`src/rtl/ahb_rr_switch_if.sv`:
```
// rtl/ahb_rr_switch_if.sv - master-side requests and per-master grant signals of the access switch
interface ahb_rr_switch_if #(
  parameter int NUM_MASTERS = 3,
  parameter int IDX_W       = $clog2(NUM_MASTERS)
);
  logic [NUM_MASTERS-1:0]   slave_done;
  logic [2*NUM_MASTERS-1:0] htrans;
  logic                     timeout_clr;
  logic [NUM_MASTERS-1:0]   hready;
  logic                     grant_valid;
  logic [IDX_W-1:0]         grant_idx;
  logic                     hold_timeout;

  modport master (
    output slave_done, htrans, timeout_clr,
    input  hready, grant_valid, grant_idx, hold_timeout
  );

  modport slave (
    input  slave_done, htrans, timeout_clr,
    output hready, grant_valid, grant_idx, hold_timeout
  );
endinterface

```
`src/rtl/ahb_rr_switch.sv`:
```
// rtl/ahb_rr_switch.sv - N-master AHB-Lite access switch, round-robin or fixed priority, hold watchdog
module ahb_rr_switch #(
  parameter  int NUM_MASTERS = 3,
  parameter  int RR_EN       = 1,
  parameter  int MAX_HOLD    = 64,
  parameter  int CNT_W       = 16,
  localparam int IDX_W       = $clog2(NUM_MASTERS)
) (
  input logic             HCLK,
  input logic             HRESETn,
  ahb_rr_switch_if.slave  bus
);
  typedef enum logic {S_IDLE, S_OWNED} state_t;

  state_t                 state, state_nxt;
  logic [IDX_W-1:0]       owner, owner_nxt;
  logic [IDX_W-1:0]       last_idx, last_nxt;
  logic [CNT_W-1:0]       hold_cnt, hold_nxt;
  logic [NUM_MASTERS-1:0] pending, pending_nxt;
  logic [NUM_MASTERS-1:0] grant;
  logic                   timeout_q;
  logic                   timeout_set;
  logic [IDX_W-1:0]       win_idx;
  logic                   win_found;

  // Done beats a same-cycle NONSEQ; the dropped NONSEQ must be reissued.
  always_comb begin
    pending_nxt = pending;
    for (int i = 0; i < NUM_MASTERS; i++) begin
      if (bus.slave_done[i])
        pending_nxt[i] = 1'b0;
      else if (bus.htrans[2*i +: 2] == 2'b10)
        pending_nxt[i] = 1'b1;
    end
  end

  // The RR scan starts after the current owner, or after the last released owner when idle.
  always_comb begin
    int start;
    int cand;
    win_idx   = '0;
    win_found = |pending;
    start     = (state == S_OWNED) ? int'(owner) : int'(last_idx);
    cand      = 0;
    if (RR_EN != 0) begin
      for (int j = NUM_MASTERS; j >= 1; j--) begin
        cand = (start + j) % NUM_MASTERS;
        if (pending[cand])
          win_idx = IDX_W'(cand);
      end
    end else begin
      for (int i = NUM_MASTERS - 1; i >= 0; i--) begin
        if (pending[i])
          win_idx = IDX_W'(i);
      end
    end
  end

  always_comb begin
    state_nxt = state;
    owner_nxt = owner;
    last_nxt  = last_idx;
    hold_nxt  = hold_cnt;
    case (state)
      S_IDLE: begin
        if (win_found) begin
          state_nxt = S_OWNED;
          owner_nxt = win_idx;
          hold_nxt  = '0;
        end
      end
      S_OWNED: begin
        if (pending[owner]) begin
          if (hold_cnt != {CNT_W{1'b1}})
            hold_nxt = hold_cnt + CNT_W'(1);
        end else begin
          last_nxt = owner;
          hold_nxt = '0;
          if (win_found) begin
            owner_nxt = win_idx;
          end else begin
            state_nxt = S_IDLE;
            owner_nxt = '0;
          end
        end
      end
      default: begin
        state_nxt = S_IDLE;
        owner_nxt = '0;
      end
    endcase
  end

  assign grant       = (state == S_OWNED) ? (NUM_MASTERS'(1) << owner) : '0;
  assign timeout_set = (state == S_OWNED) && (hold_cnt >= CNT_W'(MAX_HOLD - 1)) &&
                       (|(pending & ~grant));

  always_ff @(posedge HCLK or negedge HRESETn) begin
    if (!HRESETn) begin
      state     <= S_IDLE;
      owner     <= '0;
      last_idx  <= IDX_W'(NUM_MASTERS - 1);
      hold_cnt  <= '0;
      pending   <= '0;
      timeout_q <= 1'b0;
    end else begin
      state    <= state_nxt;
      owner    <= owner_nxt;
      last_idx <= last_nxt;
      hold_cnt <= hold_nxt;
      pending  <= pending_nxt;
      if (timeout_set)
        timeout_q <= 1'b1;
      else if (bus.timeout_clr)
        timeout_q <= 1'b0;
    end
  end

  assign bus.hready       = grant;
  assign bus.grant_valid  = (state == S_OWNED);
  assign bus.grant_idx    = (state == S_OWNED) ? owner : '0;
  assign bus.hold_timeout = timeout_q;
endmodule

```
`src/flat_wrapper.sv`:
```
// flat-port wrapper written by rule: the top's interface ports become plain ports
module ahb_rr_switch_flat 
#(
  parameter  int NUM_MASTERS = 3,
  parameter  int RR_EN       = 1,
  parameter  int MAX_HOLD    = 64,
  parameter  int CNT_W       = 16,
  localparam int IDX_W       = $clog2(NUM_MASTERS)
)
  (HCLK, HRESETn, bus_slave_done, bus_htrans, bus_timeout_clr, bus_hready, bus_grant_valid, bus_grant_idx, bus_hold_timeout);
  ahb_rr_switch_if #(.NUM_MASTERS(NUM_MASTERS)) bus_i ();
  input logic HCLK;
  input logic HRESETn;
  input wire logic [$bits(bus_i.slave_done)-1:0] bus_slave_done;
  input wire logic [$bits(bus_i.htrans)-1:0] bus_htrans;
  input wire logic [$bits(bus_i.timeout_clr)-1:0] bus_timeout_clr;
  output wire logic [$bits(bus_i.hready)-1:0] bus_hready;
  output wire logic [$bits(bus_i.grant_valid)-1:0] bus_grant_valid;
  output wire logic [$bits(bus_i.grant_idx)-1:0] bus_grant_idx;
  output wire logic [$bits(bus_i.hold_timeout)-1:0] bus_hold_timeout;
  assign bus_i.slave_done = bus_slave_done;
  assign bus_i.htrans = bus_htrans;
  assign bus_i.timeout_clr = bus_timeout_clr;
  assign bus_hready = bus_i.hready;
  assign bus_grant_valid = bus_i.grant_valid;
  assign bus_grant_idx = bus_i.grant_idx;
  assign bus_hold_timeout = bus_i.hold_timeout;
  ahb_rr_switch #(.NUM_MASTERS(NUM_MASTERS), .RR_EN(RR_EN), .MAX_HOLD(MAX_HOLD), .CNT_W(CNT_W)) u_core (.HCLK(HCLK), .HRESETn(HRESETn), .bus(bus_i));
endmodule
```
`config.mk`:
```
export PLATFORM = sky130hd
export DESIGN_NAME = ahb_rr_switch_flat
export DESIGN_NICKNAME = d
export VERILOG_FILES = /design/src/rtl/ahb_rr_switch_if.sv /design/src/rtl/ahb_rr_switch.sv /design/src/flat_wrapper.sv
export SDC_FILE = /design/constraint.sdc
export NUM_CORES = 1
export LEC_CHECK = 0
export BUFFER_PORTS_ARGS = -buffer_cell sky130_fd_sc_hd__buf_2
export CAP_MARGIN = 0
export CORE_UTILIZATION = 55
export DETAILED_ROUTE_END_ITERATION = 6
export GPL_TIMING_DRIVEN = 0
export PLACE_DENSITY_LB_ADDON = 0.25
export SLEW_MARGIN = 30
export SYNTH_ARGS = -nofsm -noshare
export SYNTH_HDL_FRONTEND = slang
export SYNTH_SLANG_ARGS = --single-unit
```
`constraint.sdc`:
```
create_clock -name HCLK -period 2.8 [get_ports HCLK]
set_input_delay 0.28 -clock HCLK [delete_from_list [all_inputs] [get_ports HCLK]]
set_output_delay 0.28 -clock HCLK [all_outputs]
set_load 0.01 [all_outputs]
```
# Yosys cells after proc, flatten, opt, wreduce, memory -nomap -nowiden
# Cells that the tools add are included.
classes:
  n_addsub: 4
  n_div: 3
  n_lt_le_gt_ge: 5
  n_eq_ne: 7
  shift: 1
  mux: 36
  bitwise_logic: 4
  n_reduce_logical: 11
op_table:
  columns: ["op", "count"]
  rows:
  - ["$lt 32x4->1 const B", 3]
  - ["$mod 32x3->32 const B", 3]
  - ["$add 32x3->32 const B", 2]
  - ["$mux 16", 3]
  - ["$add 32x2->32 const B", 1]
  - ["$pmux 16 s2", 1]
  - ["$mux 1", 17]
  - ["$add 16x1->16 const B", 1]
  - ["$ge 16x6->1 const B", 1]
  - ["$mux 2", 8]
  - ["$ne 16x16->1 const B", 1]
  - ["$bmux 1 s2", 4]
  - ["$reduce_bool 2->1", 4]
  - ["$eq 2x2->1 const B", 3]
  - ["$reduce_and 2->1", 3]
  - ["$reduce_or 3->1", 2]
  - ["$pmux 2 s2", 1]
  - ["$and 3x3->3", 1]
  - ["$lt 2x3->1 const B", 1]
  - ["$mux 3", 1]
  - ["$ne 3x3->1 const B", 1]
  - ["$not 3->3", 1]
  - ["$shl 1x2->3 const A", 1]
  - ["$logic_and 1x1->1", 2]
  - ["other kinds (4)", 5]
totals:
  register_bits: 25
  in_bits: 12
  out_inout_bits: 7
  wordCells: 79

# Longest topological paths before layout
logic_depth:
  word_depth: 12
  mapped_depth: 11
  ltp_nobuf: 9

# Worst setup path after synthesis
# OpenSTA, ideal clock, no wires.
synth_path:
  path_type: "flip-flop to flip-flop"
  startpoint: "reg u_core.state (netlist: u_core.bus.grant_valid)"
  endpoint: "reg u_core.owner[0]"
  setup_time_ns: 0.101
  arrival_time_ns: 2.228
  t_required_ns: 2.699
  path_slack_ns: 0.472
  stages_incl_launch_ff: 12
  path_buffers: 2
  path_cell_list: "dfrtp_1 -> buf_2 -> clkbuf_1 -> nand2_1 -> inv_1 -> a21oi_1 -> inv_1 -> ha_1 -> nand2b_1 -> nand3_1 -> o221a_2 -> o32ai_1"
synth_via:
  elab_chain_len: 12
synth_lines:
  columns: ["item", "line_no", "rtl"]
  rows:
  - ["start, declared", "ahb_rr_switch.sv:15", "state_t state, state_nxt;"]
  - ["start signal, assigned", "ahb_rr_switch.sv:107", "state <= state_nxt;"]
  - ["$mux 2", "ahb_rr_switch.sv:43", "start = (state == S_OWNED) ? int'(owner) : int'(last_idx);"]
  - ["$add 32x3->32", "ahb_rr_switch.sv:47", "cand = (start + j) % NUM_MASTERS;"]
  - ["$mod 32x3->32", "ahb_rr_switch.sv:47", null]
  - ["$bmux 1 s2", "ahb_rr_switch.sv:48", "if (pending[cand])"]
  - ["$mux 1 (not written as such) (2 in a row)", "ahb_rr_switch.sv:48", null]
  - ["$mux 2 (3 in a row)", "ahb_rr_switch.sv:48", null]
  - ["$mux 2", "ahb_rr_switch.sv:79", "if (win_found) begin"]
  - ["$mux 2", "ahb_rr_switch.sv:73", "if (pending[owner]) begin"]
  - ["$pmux 2 s2", "ahb_rr_switch.sv:64", "case (state)"]
  - ["end signal, assigned", "ahb_rr_switch.sv:108", "owner <= owner_nxt;"]
  - ["end, declared", "ahb_rr_switch.sv:16", "logic [IDX_W-1:0] owner, owner_nxt;"]
# Several ways; a longest one is shown, not always the timed one. The select of a mux whose other input is x is not followed.
# A chain may end at the register's enable or synchronous reset.

# Final worst setup path
# Same ends and word-level chain as after synthesis.

==> impl_results.md <==
* Total CTS buffers at 3
* Antenna Cells at 0
* Psw at 321.7 uW
* Final setup viols at 0
* GPL Wtd Cong at 0.8552
* Pin count of the biggest net entering global routing at 26
* Synth Register Bits at 25
* Slew at the pin closest to its max-slew limit at 0.7163 ns
* Tot GR Track Use at 26.22%
* Critical-path maximum fanout at 17
* IO Port Bufs at 18
* Post_cts resized at 0
* Starting Density at 57.53%
* Share of cells above drive strength 1 at 18.81%
* Combinational group share of total power at 35.8%
* CP cell instances: buf_2 > inv_1 > a21oi_1 > inv_1 > ha_1 > nand2b_1 > nand3_1 > o221a_2 > o32ai_1
* Leak Pwr at 0.0007738 uW
* Clk pwr share at 18.5%
* CP Launch Type: flip-flop
* Nets@finish at 220
* CP max-delay cell: ha_1
* CTS root buf: clkbuf_4
* Seq/Total Area, Yosys at 39.86%
* Pwr dens at 512.5 nW/um^2
* Fillers at 246
* Drt pass-1 iters at 4
* DR WL/cell at 15.73 um
* Post-Route Utilization at 63.43%
* Initial DRC count at 89
* Worst path most repeated cell: inv_1
* Synth Area per Inst at 8.738 sq um
* Status: complete, no violations
* Post-Syn Instances at 180
* Buffers inserted by post-CTS timing repair at 0
* Final Max Slew Viols at 0
* Vias in the first global route at 1554
* Initial antenna violation count at 0
* Routed WL at 3665 um
* Worst-Skew Late Latency at 0.32 ns
* Switching fraction of total power at 36.20%
* Yosys cell types at 42
* CTS tree: built
* Worst Path Required at 3.03 ns
* First-pass GRT wire length at 6568 um
* Total Die Area at 3077 sq um
* Die X at 55.48 um
* Residual DRC at 0
* Number of max-cap violations at 0
* Slowest stage delay, CP at 0.42 ns
* H-tree Lvls at 1
* Crit. Startpoint: u_core.bus.grant_valid$_DFF_PN0_
* Clk_skew at 0.001558 ns
* Synth Cell Area at 1573 sq um
* Worst endpoint data arrival time at 2.73 ns
* Row cnt at 19
* Tmin final at 2.497 ns
* Crit end category: flip-flop
* Hpwl dp at 2688 um
* RSZ-0062 raised after global routing: false
* Hold Startpoint: bus_slave_done[2]
* Via-to-Cell Ratio at 6.498
* CP Class: flip-flop to flip-flop
* Number of nets with antenna violations after routing at 0
* Yosys warnings at 0
* IO Pins at 19
* Area grow syn2layout at 10.26%
* Max-slew headroom at 51.88%
* Via count at 1514
* Internal at 567.0 uW
* GRT overflow at 0
* Min-delay worst type: input port to flip-flop
* Clock Sink Count at 25
* Tcrit/Tclk final at 89.16%
* Max IR drop VDD at 0.4806 mV
* Final Hold Viols at 0
* Setup TNS at 0 ns
* Reg2reg start: u_core.bus.grant_valid$_DFF_PN0_
* Core ar. at 2734 sq um
* Die Y at 55.48 um
* Clock slew at reported path FFs at 0.14 ns
* Sequential Power Share at 45.6%
* Fmax at 400.6 MHz
* CTS Buffer Depth at 2
* Post-Syn Nets at 197
-- metal layers --
layer	GRT usage [%]	share of wire (%)	vias to the layer above	wire length, um
met5	0	0	-	0
met4	11.07	1.5	0	55
met3	3.044	4.4	8	161
met2	43.89	48	51	1776
met1	34.41	46	737	1671
li1	-	-	718	-
-- stage by stage --
step / hold slack, ns / setup WS (ns) / cells / total power, uW / instance area, sq um
after CTS: 0.08572 / 0.1935 / 234 / 887.3 / 1738
after detailed placement: 0.3104 / 0.2205 / 229 / 725.9 / 1702
after global routing: 0.06850 / 0.1309 / 233 / 947.2 / 1734
after floorplan: -0.01559 / 0.4716 / 180 / 640.1 / 1573
after global placement: 0.2975 / 0.3172 / 229 / 707.1 / 1702
final: 0.08477 / 0.3034 / 233 / 888.7 / 1734
-- worst paths after layout --
check	endpoint	slack (ns)	depth (start not counted)
setup / recovery	u_core.owner[0]$_DFFE_PN0P_	0.30	9
hold / removal	u_core.pending[2]$_DFFE_PN0P_	0.08	2
setup reg to reg	u_core.owner[0]$_DFFE_PN0P_	0.30	9
hold reg to reg	u_core.last_idx[1]$_DFFE_PN1P_	0.53	1
max in group asynchronous	u_core.last_idx[1]$_DFFE_PN1P_	1.95	2
min in group asynchronous	u_core.pending[1]$_DFFE_PN0P_	0.47	2
-- sequential cells by signal, indices dropped and copies added (netlist names) --
signal	count
u_core.last_idx	2
u_core.hold_cnt	16
u_core.pending	3
u_core.bus.hold_timeout	1
u_core.bus.grant_valid	1
u_core.owner	2
-- power by group through the flow --
stage	registers, uW	clock network (uW)	logic [uW]
after floorplan	409	0	231
after global placement	411	0	296
after detailed placement	412	0	314
after CTS	405	166	316
after global routing	408	184	355
final	406	165	318
-- cells by family (layout without fill, tap and decap cells) --
group                    after synthesis  count (layout)  share of synthesized area [%]
buffers and inverters                 21              43                          6.046
multiplexers                           3               3                          1.909
adder cells (fa/ha/maj)                5               5                          3.978
AND/OR/NAND/NOR                       72              72                          26.01
flip-flops                            25              25                          39.86
AO/OA/AOI/OAI                         54              54                          22.20
-- synthesized netlist by cell type (all sizes together) --
master | number | area share, %
and2 | 1 | 0.40
a41o | 1 | 0.64
a31oi | 1 | 0.40
o211ai | 1 | 0.48
nor2 | 11 | 2.6
o32ai | 2 | 1.1
o21ba | 1 | 0.64
dfstp | 1 | 1.7
nand4 | 10 | 4.4
a21oi | 21 | 6.7
ha | 5 | 4.0
o21bai | 1 | 0.48
nor2b | 2 | 0.80
a2bb2oi | 2 | 1.1
mux2i | 3 | 1.9
nand4b | 1 | 0.56
o2111ai | 1 | 0.56
nand2 | 13 | 3.3
nand3 | 3 | 0.95
o221a | 1 | 0.72
nor3 | 4 | 1.3
nand2b | 6 | 2.4
o21ai | 10 | 3.2
dfrtp | 24 | 38
and4 | 2 | 1.1
nor4 | 4 | 1.6
or4 | 5 | 2.4
o221ai | 2 | 1.1
or2 | 1 | 0.56
a211oi | 1 | 0.48
clkbuf | 2 | 0.48
o31ai | 8 | 4.1
or3 | 8 | 3.3
inv | 11 | 2.6
a21o | 1 | 0.48
buf | 8 | 2.9
and3 | 1 | 0.48
-- layout by cell type, fill, tap and decap left out, types with 2 or more instances in the layout --
master,netlist,routed
nor2b_1,2,2
o221ai_1,2,2
clkbuf_4,0,3
o21ai_0,10,10
inv_1,11,11
clkbuf_1,2,2
nand2_1,12,12
nor2_1,11,11
ha_1,5,5
mux2i_1,3,3
dfrtp_1,24,24
a21oi_1,21,21
o31ai_1,7,7
buf_2,7,25
o32ai_1,2,2
nand3_1,3,3
and4_1,2,2
nand4_1,9,9
nor3_1,4,4
nor4_1,4,4
a2bb2oi_1,2,2
or3_1,7,7
or4_1,5,5
nand2b_1,6,6
-- layout make-up --
class	count	area [sq um]	share of cell area, %
well taps	31	38.79	2.237
plain buffers	9	50.05	2.886
clock buffers	4	26.28	1.515
inverters	11	41.29	2.381
repair buffers	19	100.1	5.772
flip-flops and latches	25	626.9	36.15
multi-input cells	134	850.8	49.06
-- worst max-delay path, delay by kind of cell (launching register included) --
family | cells | cell delay [ns]
AND/OR/NAND/NOR | 2 | 0.26
flip-flops | 1 | 0.38
buffers and inverters | 3 | 0.60
adder cells (fa/ha/maj) | 1 | 0.42
AO/OA/AOI/OAI | 3 | 0.75
-- what timing repair did --
action / CTS / global route
hold buffers: 1 / 0
endpoints found under the hold margin: 24 / 0
endpoints found under the setup margin: 0 / 2
No activity file was read; power rests on OpenSTA's default activity.
